### src/rtl/ulpi_tx_link.sv
`default_nettype none
// ============================================================================
// Module   : ulpi_tx_link
// Purpose  : Link-side ULPI transmit engine. Takes a PID plus a byte stream
//            from the packet layer and drives a ULPI PHY: sends the TX CMD
//            byte, streams payload bytes paced by ulpi_nxt, and ends the
//            packet with ulpi_stp. Yields the bus whenever the PHY asserts
//            ulpi_dir. Runs entirely in the 60 MHz ULPI clock domain.
// Ports    : clk, n_rst                      - ULPI clock, async active-low reset
//            tx_start/tx_pid/tx_hs_only      - packet request (sampled in IDLE)
//            tx_data/tx_valid/tx_last        - payload byte stream
//            tx_ready                        - payload byte consumed this cycle
//            tx_busy/tx_done/tx_abort        - packet status and completion pulses
//            ulpi_dir/ulpi_nxt               - PHY bus direction / byte accept
//            ulpi_data_out/ulpi_data_oe/ulpi_stp - link-driven ULPI signals
// Revision : 1.0 - initial release
// ============================================================================
module ulpi_tx_link #(
    parameter int RETRY_LIMIT = 4  // TX CMD preemptions tolerated (1..15)
) (
    input  logic       clk,
    input  logic       n_rst,
    input  logic       tx_start,
    input  logic [3:0] tx_pid,
    input  logic       tx_hs_only,
    input  logic [7:0] tx_data,
    input  logic       tx_valid,
    input  logic       tx_last,
    output logic       tx_ready,
    output logic       tx_busy,
    output logic       tx_done,
    output logic       tx_abort,
    input  logic       ulpi_dir,
    input  logic       ulpi_nxt,
    output logic [7:0] ulpi_data_out,
    output logic       ulpi_data_oe,
    output logic       ulpi_stp
);

    localparam logic [2:0] c_st_idle     = 3'd0;
    localparam logic [2:0] c_st_wait_bus = 3'd1;
    localparam logic [2:0] c_st_cmd      = 3'd2;
    localparam logic [2:0] c_st_data     = 3'd3;
    localparam logic [2:0] c_st_stp      = 3'd4;
    localparam logic [2:0] c_st_abrt     = 3'd5;

    localparam logic [3:0] c_retry_limit = 4'(RETRY_LIMIT);

    logic [2:0] r_state;
    logic [2:0] w_state_nxt;
    logic [3:0] r_retry_cnt;
    logic [3:0] w_retry_cnt_nxt;
    logic [3:0] r_pid;
    logic       r_hs_only;
    logic       r_dir_q;
    logic       r_done;
    logic       r_abort;
    logic       w_done_nxt;
    logic       w_abort_nxt;
    logic       w_latch;
    logic       w_bus_ok;
    logic       w_drive;

    // The PHY needs one turnaround cycle after releasing the bus, so the
    // link waits until dir has been low for both this and the last cycle.
    assign w_bus_ok = !ulpi_dir && !r_dir_q;

    // ------------------------------------------------------------------
    // State register
    // ------------------------------------------------------------------
    always_ff @(posedge clk or negedge n_rst) begin
        if (!n_rst) begin
            r_state     <= c_st_idle;
            r_retry_cnt <= 4'd0;
            r_pid       <= 4'd0;
            r_hs_only   <= 1'b0;
            r_dir_q     <= 1'b0;
            r_done      <= 1'b0;
            r_abort     <= 1'b0;
        end else begin
            r_state     <= w_state_nxt;
            r_retry_cnt <= w_retry_cnt_nxt;
            r_dir_q     <= ulpi_dir;
            r_done      <= w_done_nxt;
            r_abort     <= w_abort_nxt;
            if (w_latch) begin
                r_pid     <= tx_pid;
                r_hs_only <= tx_hs_only;
            end
        end
    end

    // ------------------------------------------------------------------
    // Next-state logic (also computes the pulses registered next cycle)
    // ------------------------------------------------------------------
    always_comb begin
        w_state_nxt     = r_state;
        w_retry_cnt_nxt = r_retry_cnt;
        w_done_nxt      = 1'b0;
        w_abort_nxt     = 1'b0;
        w_latch         = 1'b0;
        case (r_state)
            c_st_idle: begin
                if (tx_start) begin
                    w_latch         = 1'b1;
                    w_retry_cnt_nxt = 4'd0;
                    w_state_nxt     = c_st_wait_bus;
                end
            end
            c_st_wait_bus: begin
                if (w_bus_ok) begin
                    w_state_nxt = c_st_cmd;
                end
            end
            c_st_cmd: begin
                // Losing the bus outranks a simultaneous nxt.
                if (ulpi_dir) begin
                    w_retry_cnt_nxt = r_retry_cnt + 4'd1;
                    if (r_retry_cnt + 4'd1 == c_retry_limit) begin
                        w_abort_nxt = 1'b1;
                        w_state_nxt = c_st_idle;
                    end else begin
                        w_state_nxt = c_st_wait_bus;
                    end
                end else if (ulpi_nxt) begin
                    w_state_nxt = r_hs_only ? c_st_stp : c_st_data;
                end
            end
            c_st_data: begin
                if (ulpi_dir) begin
                    // PHY took the bus mid-payload: drop out without stp.
                    w_abort_nxt = 1'b1;
                    w_state_nxt = c_st_idle;
                end else if (ulpi_nxt) begin
                    if (tx_valid) begin
                        if (tx_last) begin
                            w_state_nxt = c_st_stp;
                        end
                    end else begin
                        w_state_nxt = c_st_abrt;
                    end
                end
            end
            c_st_stp: begin
                w_done_nxt  = !ulpi_dir;
                w_abort_nxt = ulpi_dir;
                w_state_nxt = c_st_idle;
            end
            c_st_abrt: begin
                w_abort_nxt = 1'b1;
                w_state_nxt = c_st_idle;
            end
            default: begin
                w_state_nxt = c_st_idle;
            end
        endcase
    end

    // ------------------------------------------------------------------
    // Output logic
    // ------------------------------------------------------------------
    always_comb begin
        ulpi_data_out = 8'h00;
        ulpi_stp      = 1'b0;
        tx_ready      = 1'b0;
        w_drive       = 1'b0;
        case (r_state)
            c_st_cmd: begin
                ulpi_data_out = {2'b01, 2'b00, r_pid};
                w_drive       = 1'b1;
            end
            c_st_data: begin
                ulpi_data_out = tx_data;
                w_drive       = 1'b1;
                tx_ready      = ulpi_nxt && !ulpi_dir && tx_valid;
            end
            c_st_stp: begin
                ulpi_stp = 1'b1;
                w_drive  = 1'b1;
            end
            c_st_abrt: begin
                ulpi_data_out = 8'hFF;
                ulpi_stp      = 1'b1;
                w_drive       = 1'b1;
            end
            default: begin
                w_drive = 1'b0;
            end
        endcase
    end

    assign ulpi_data_oe = w_drive && !ulpi_dir;
    assign tx_busy      = (r_state != c_st_idle);
    assign tx_done      = r_done;
    assign tx_abort     = r_abort;

endmodule
`default_nettype wire

### config.mk
export PLATFORM = sky130hd
export DESIGN_NAME = ulpi_tx_link
export DESIGN_NICKNAME = d
export VERILOG_FILES = /design/src/rtl/ulpi_tx_link.sv
export SDC_FILE = /design/constraint.sdc
export NUM_CORES = 1
export LEC_CHECK = 0
export BUFFER_PORTS_ARGS = -buffer_cell sky130_fd_sc_hd__clkbuf_2
export CAP_MARGIN = 25
export CORE_MARGIN = 1
export CORE_UTILIZATION = 30
export CTS_CLUSTER_SIZE = 24
export DETAILED_ROUTE_END_ITERATION = 10
export MAX_ROUTING_LAYER = met4
export PLACE_DENSITY_LB_ADDON = 0.3
export SYNTH_ARGS = -nofsm -noshare
export SYNTH_HDL_FRONTEND = slang
export SYNTH_SLANG_ARGS = --single-unit
### constraint.sdc
create_clock -name clk -period 3.6 [get_ports clk]
set_input_delay 0.72 -clock clk [delete_from_list [all_inputs] [get_ports clk]]
set_output_delay 0.72 -clock clk [all_outputs]
set_load 0.05 [all_outputs]
==> impl.org <==
** Worst setup path
- Worst path slowest cell :: sky130_fd_sc_hd__dfrtp_1
- Critical path type :: reg2out
- Across all register-to-register paths, the minimum setup slack is 1780 ps.
- Cell-by-cell listing of the critical path :: inv_1, o21ai_0, nand2_1, clkbuf_2
- Gate family responsible for the most delay along the worst path :: flip-flops
- Endpoint required time on the critical path :: 2880 ps
- Reg-to-Reg Start :: r_state[0]$_DFFE_PN0P_
- Data arrives at the worst endpoint at 1810 ps.
- The most critical setup path has its startpoint at r_state[0]$_DFFE_PN0P_.
- Combined buffer and inverter count along the critical path :: 2
- Crit-path max FO :: 17
- Capturing element type of the critical path :: primary output
- STA classifies the critical path startpoint as a flop.
- The largest single stage delay on the critical path is 770 ps.

** Pwr
- Leakage power total :: 0.000575 uW
- Pwr/cell area :: 888 nW/um^2
- IR analysis of the VDD net gives a maximum drop of 0.480 mV.

** STA
- Setup total negative slack :: 0 ps
- Worst Hold Slack :: 324 ps
- Of the available clock period, the critical path in the final layout requires 70.2%.
- The max-slew violation count came to 0.
- RSZ-0062 raised after global routing :: no
- Max_slew headroom :: 57.3%
- Minimum period implied by the final worst setup slack :: 2530 ps
- Count of endpoints failing setup in the final report :: 0
- The number of endpoints with negative hold slack in the final report is 0.
- For the pin with the worst max-slew slack, the measured transition is 640 ps.
- Min setup slack post-route :: 1070 ps
- Clock Skew :: 10.1 ps
- Maximum achievable frequency :: 395 MHz

** Detailed routing
- For this run, design rule violations remaining after detail routing come to 0.
- The count of nets left with antenna violations once routing finished came out at 0.
- Vias per cell :: 5.16
- For this block, the via count after detailed routing is 841.
- Sum of routed wire length over all layers :: 2050 um
- For this run, the detailed router's first-pass iteration total came to 4.
- After detailed routing, the average wire length per cell comes to 12.6 um.
- Number of design-rule violations left by the first detailed-router iteration :: 9

** Synthesis
- Post-synthesis area per instance :: 9.27 um^2
- Synth Flop Type :: sky130_fd_sc_hd__dfrtp_1
- The cell count after synthesis came out at 100.
- FF+latch count, synth :: 15
- Number of synthesized flops with an enable pin :: 0
- Summing every instance area after synthesis gives 927 um^2.
- Largest cells by area after synthesis :: sky130_fd_sc_hd__dfrtp_1 (40%), sky130_fd_sc_hd__mux2_2 (6.1%), sky130_fd_sc_hd__mux2i_1 (5.4%)
- After synthesis, flip-flops and latches occupy 40.5% of the total area.
- The biggest area contributor in the post-synthesis netlist is sky130_fd_sc_hd__dfrtp_1.
- The number of nets handed over by synthesis was 122.
- Share of the synthesized area in the top cell type :: 40.5%
- The Yosys step of the flow raised 0 warnings.
- Synth cell types :: 32
- In the synthesized netlist the async set-or-reset flop fraction comes to 100%.

** Floorplan
- For this design the top-level I/O count stands at 34.
- Area of the die :: 3320 um^2
- The initial utilization of the core area, before any placement, comes to 32.5%.
- Measured along the x axis, the die boundary spans 57.6 um.
- The initialized floorplan defines 19 standard-cell rows.
- Die outline height :: 57.6 um
- Core box area :: 2850 um^2

** Global routing
- Entering global routing, the biggest net connects 18 pins.
- All-layer global routing usage :: 14.3%
- Via count of the first global-routing pass :: 763
- Summed over all layers, the global routing overflow is 0.
- The number of antenna violations at the first check in global routing was 0.
- The first global-routing pass estimated 3560 um of wire.

** Finish
- The net count of the finished layout is 155.
- From synthesis to final layout, the design area changed by 21.6%.
- The repair_antennas step left the layout with diodes totalling 0.
- Non-Filler Cell Area, Final :: 1130 um^2
- Cells with a size suffix above 1 make up 37.1% of the layout.
- The library cells used most frequently in the layout, excluding fill and tap cells, are sky130_fd_sc_hd__clkbuf_2 (33), sky130_fd_sc_hd__dfrtp_1 (15), sky130_fd_sc_hd__nor2_1 (12), sky130_fd_sc_hd__nand2_1 (9), sky130_fd_sc_hd__o21ai_0 (8).
- The library cell used most frequently in the layout, excluding fill and tap cells, is sky130_fd_sc_hd__clkbuf_2.

** Hold path
- Class of the worst hold path :: in2async

** Place
- Routability congestion estimate :: 0.845
- In this run the tool buffered the top-level ports with 33 buffer cells.
- The wire-length estimate of the detail-placed layout is 1560 um.
- Total placed instance area :: 1100 um^2
- Setup slack at placement :: 1430 ps

** CTS
- TritonCTS built the clock tree.
- Hold repair after CTS inserted 0 buffers.
- Worst skew pair latency :: 290 ps
- # clock sinks :: 15
- Counting the buffers created by CTS gives 3.
- Number of setup buffers added after CTS :: 0
- Number of H-tree branching levels :: 1
- Maximum count of clock buffers along a single path :: 2
- In this run the clock root is driven by a sky130_fd_sc_hd__clkbuf_4.
- Resized cells post-CTS :: 0
- After clock tree synthesis, the clock-pin slew on the worst setup and hold paths is 110 ps.

** Job
- Max-cap violations :: 0

** Run status
- Outcome :: finished clean
-- through the flow --
stage	cells	total power, uW	utilization (%)
global route	163	1080	39.5
global placement	159	891	38.5
CTS	163	1010	39.5
finish	163	1000	39.5
detailed placement	159	902	38.5
floorplan	100	797	-
-- path summary, 6_finish.rpt --
check	to	cells after the start
setup / recovery	ulpi_data_out[6]	4
hold / removal	r_retry_cnt[2]$_DFFE_PN0P_	1
setup reg to reg	r_state[1]$_DFFE_PN0P_	4
hold reg to reg	r_pid[1]$_DFFE_PN0P_	1
max in group asynchronous	r_pid[1]$_DFFE_PN0P_	1
min in group clk	r_pid[1]$_DFFE_PN0P_	1
-- report_power, final --
| part | internal (uW) | switching (uW) |
|---|---|---|
| clock | 42.2 | 61.7 |
| combinational | 201 | 383 |
| sequential | 227 | 86.0 |
| total | 470 | 531 |
-- state kept, by name (all words and copies together), names as in the netlist --
signal	count
r_hs_only	1
r_state	3
tx_done	1
r_pid	4
r_retry_cnt	4
r_dir_q	1
tx_abort	1
-- cell families (layout without fill, tap and decap cells) --
group / count (synthesis) / after routing / share of synthesized area, %
simple gates: 38 / 38 / 21.9
compound gates: 24 / 24 / 16.9
flops: 15 / 15 / 40.5
mux: 10 / 10 / 11.5
buf+inv: 10 / 42 / 5.67
fa+ha+maj: 2 / 2 / 2.70
xor+xnor: 1 / 1 / 0.945
-- Yosys cell counts, types with 2 or more instances --
cell,count
sky130_fd_sc_hd__dfrtp_1,15
sky130_fd_sc_hd__nor2_1,12
sky130_fd_sc_hd__nand2_1,9
sky130_fd_sc_hd__o21ai_0,8
sky130_fd_sc_hd__inv_1,5
sky130_fd_sc_hd__mux2_2,5
sky130_fd_sc_hd__mux2i_1,5
sky130_fd_sc_hd__a21oi_1,4
sky130_fd_sc_hd__nand3_1,4
sky130_fd_sc_hd__a31oi_1,3
sky130_fd_sc_hd__buf_2,3
sky130_fd_sc_hd__nor2b_1,3
sky130_fd_sc_hd__ha_1,2
sky130_fd_sc_hd__nor3_1,2
sky130_fd_sc_hd__o22ai_1,2
sky130_fd_sc_hd__or3_4,2
-- final cells by class --
class / instances / area, um^2
Clock inverter: 1 / 7.51
Multi-Input combinational cell: 75 / 499
Clock buffer: 3 / 22.5
Fill cell: 294 / 1730
Timing Repair Buffer: 33 / 165
Tap cell: 31 / 38.8
Inverter: 5 / 18.8
Sequential cell: 15 / 375
-- routing by layer --
layer	share of wire, %	vias to the layer above	GRT usage, %
met5	0	-	-
met1	50	397	20.1
met2	44	27	20.3
li1	-	415	-
met3	4.8	2	2.95
met4	0.58	0	5.23
-- worst reg2reg max path, stage by stage (launching register included) --
cell	delay, ps
sky130_fd_sc_hd__dfrtp_1	770
sky130_fd_sc_hd__or3_4	280
sky130_fd_sc_hd__nor2_1	50
sky130_fd_sc_hd__or3_4	410
sky130_fd_sc_hd__o311ai_2	210
Note: power is estimated with default switching activity, not from simulation.
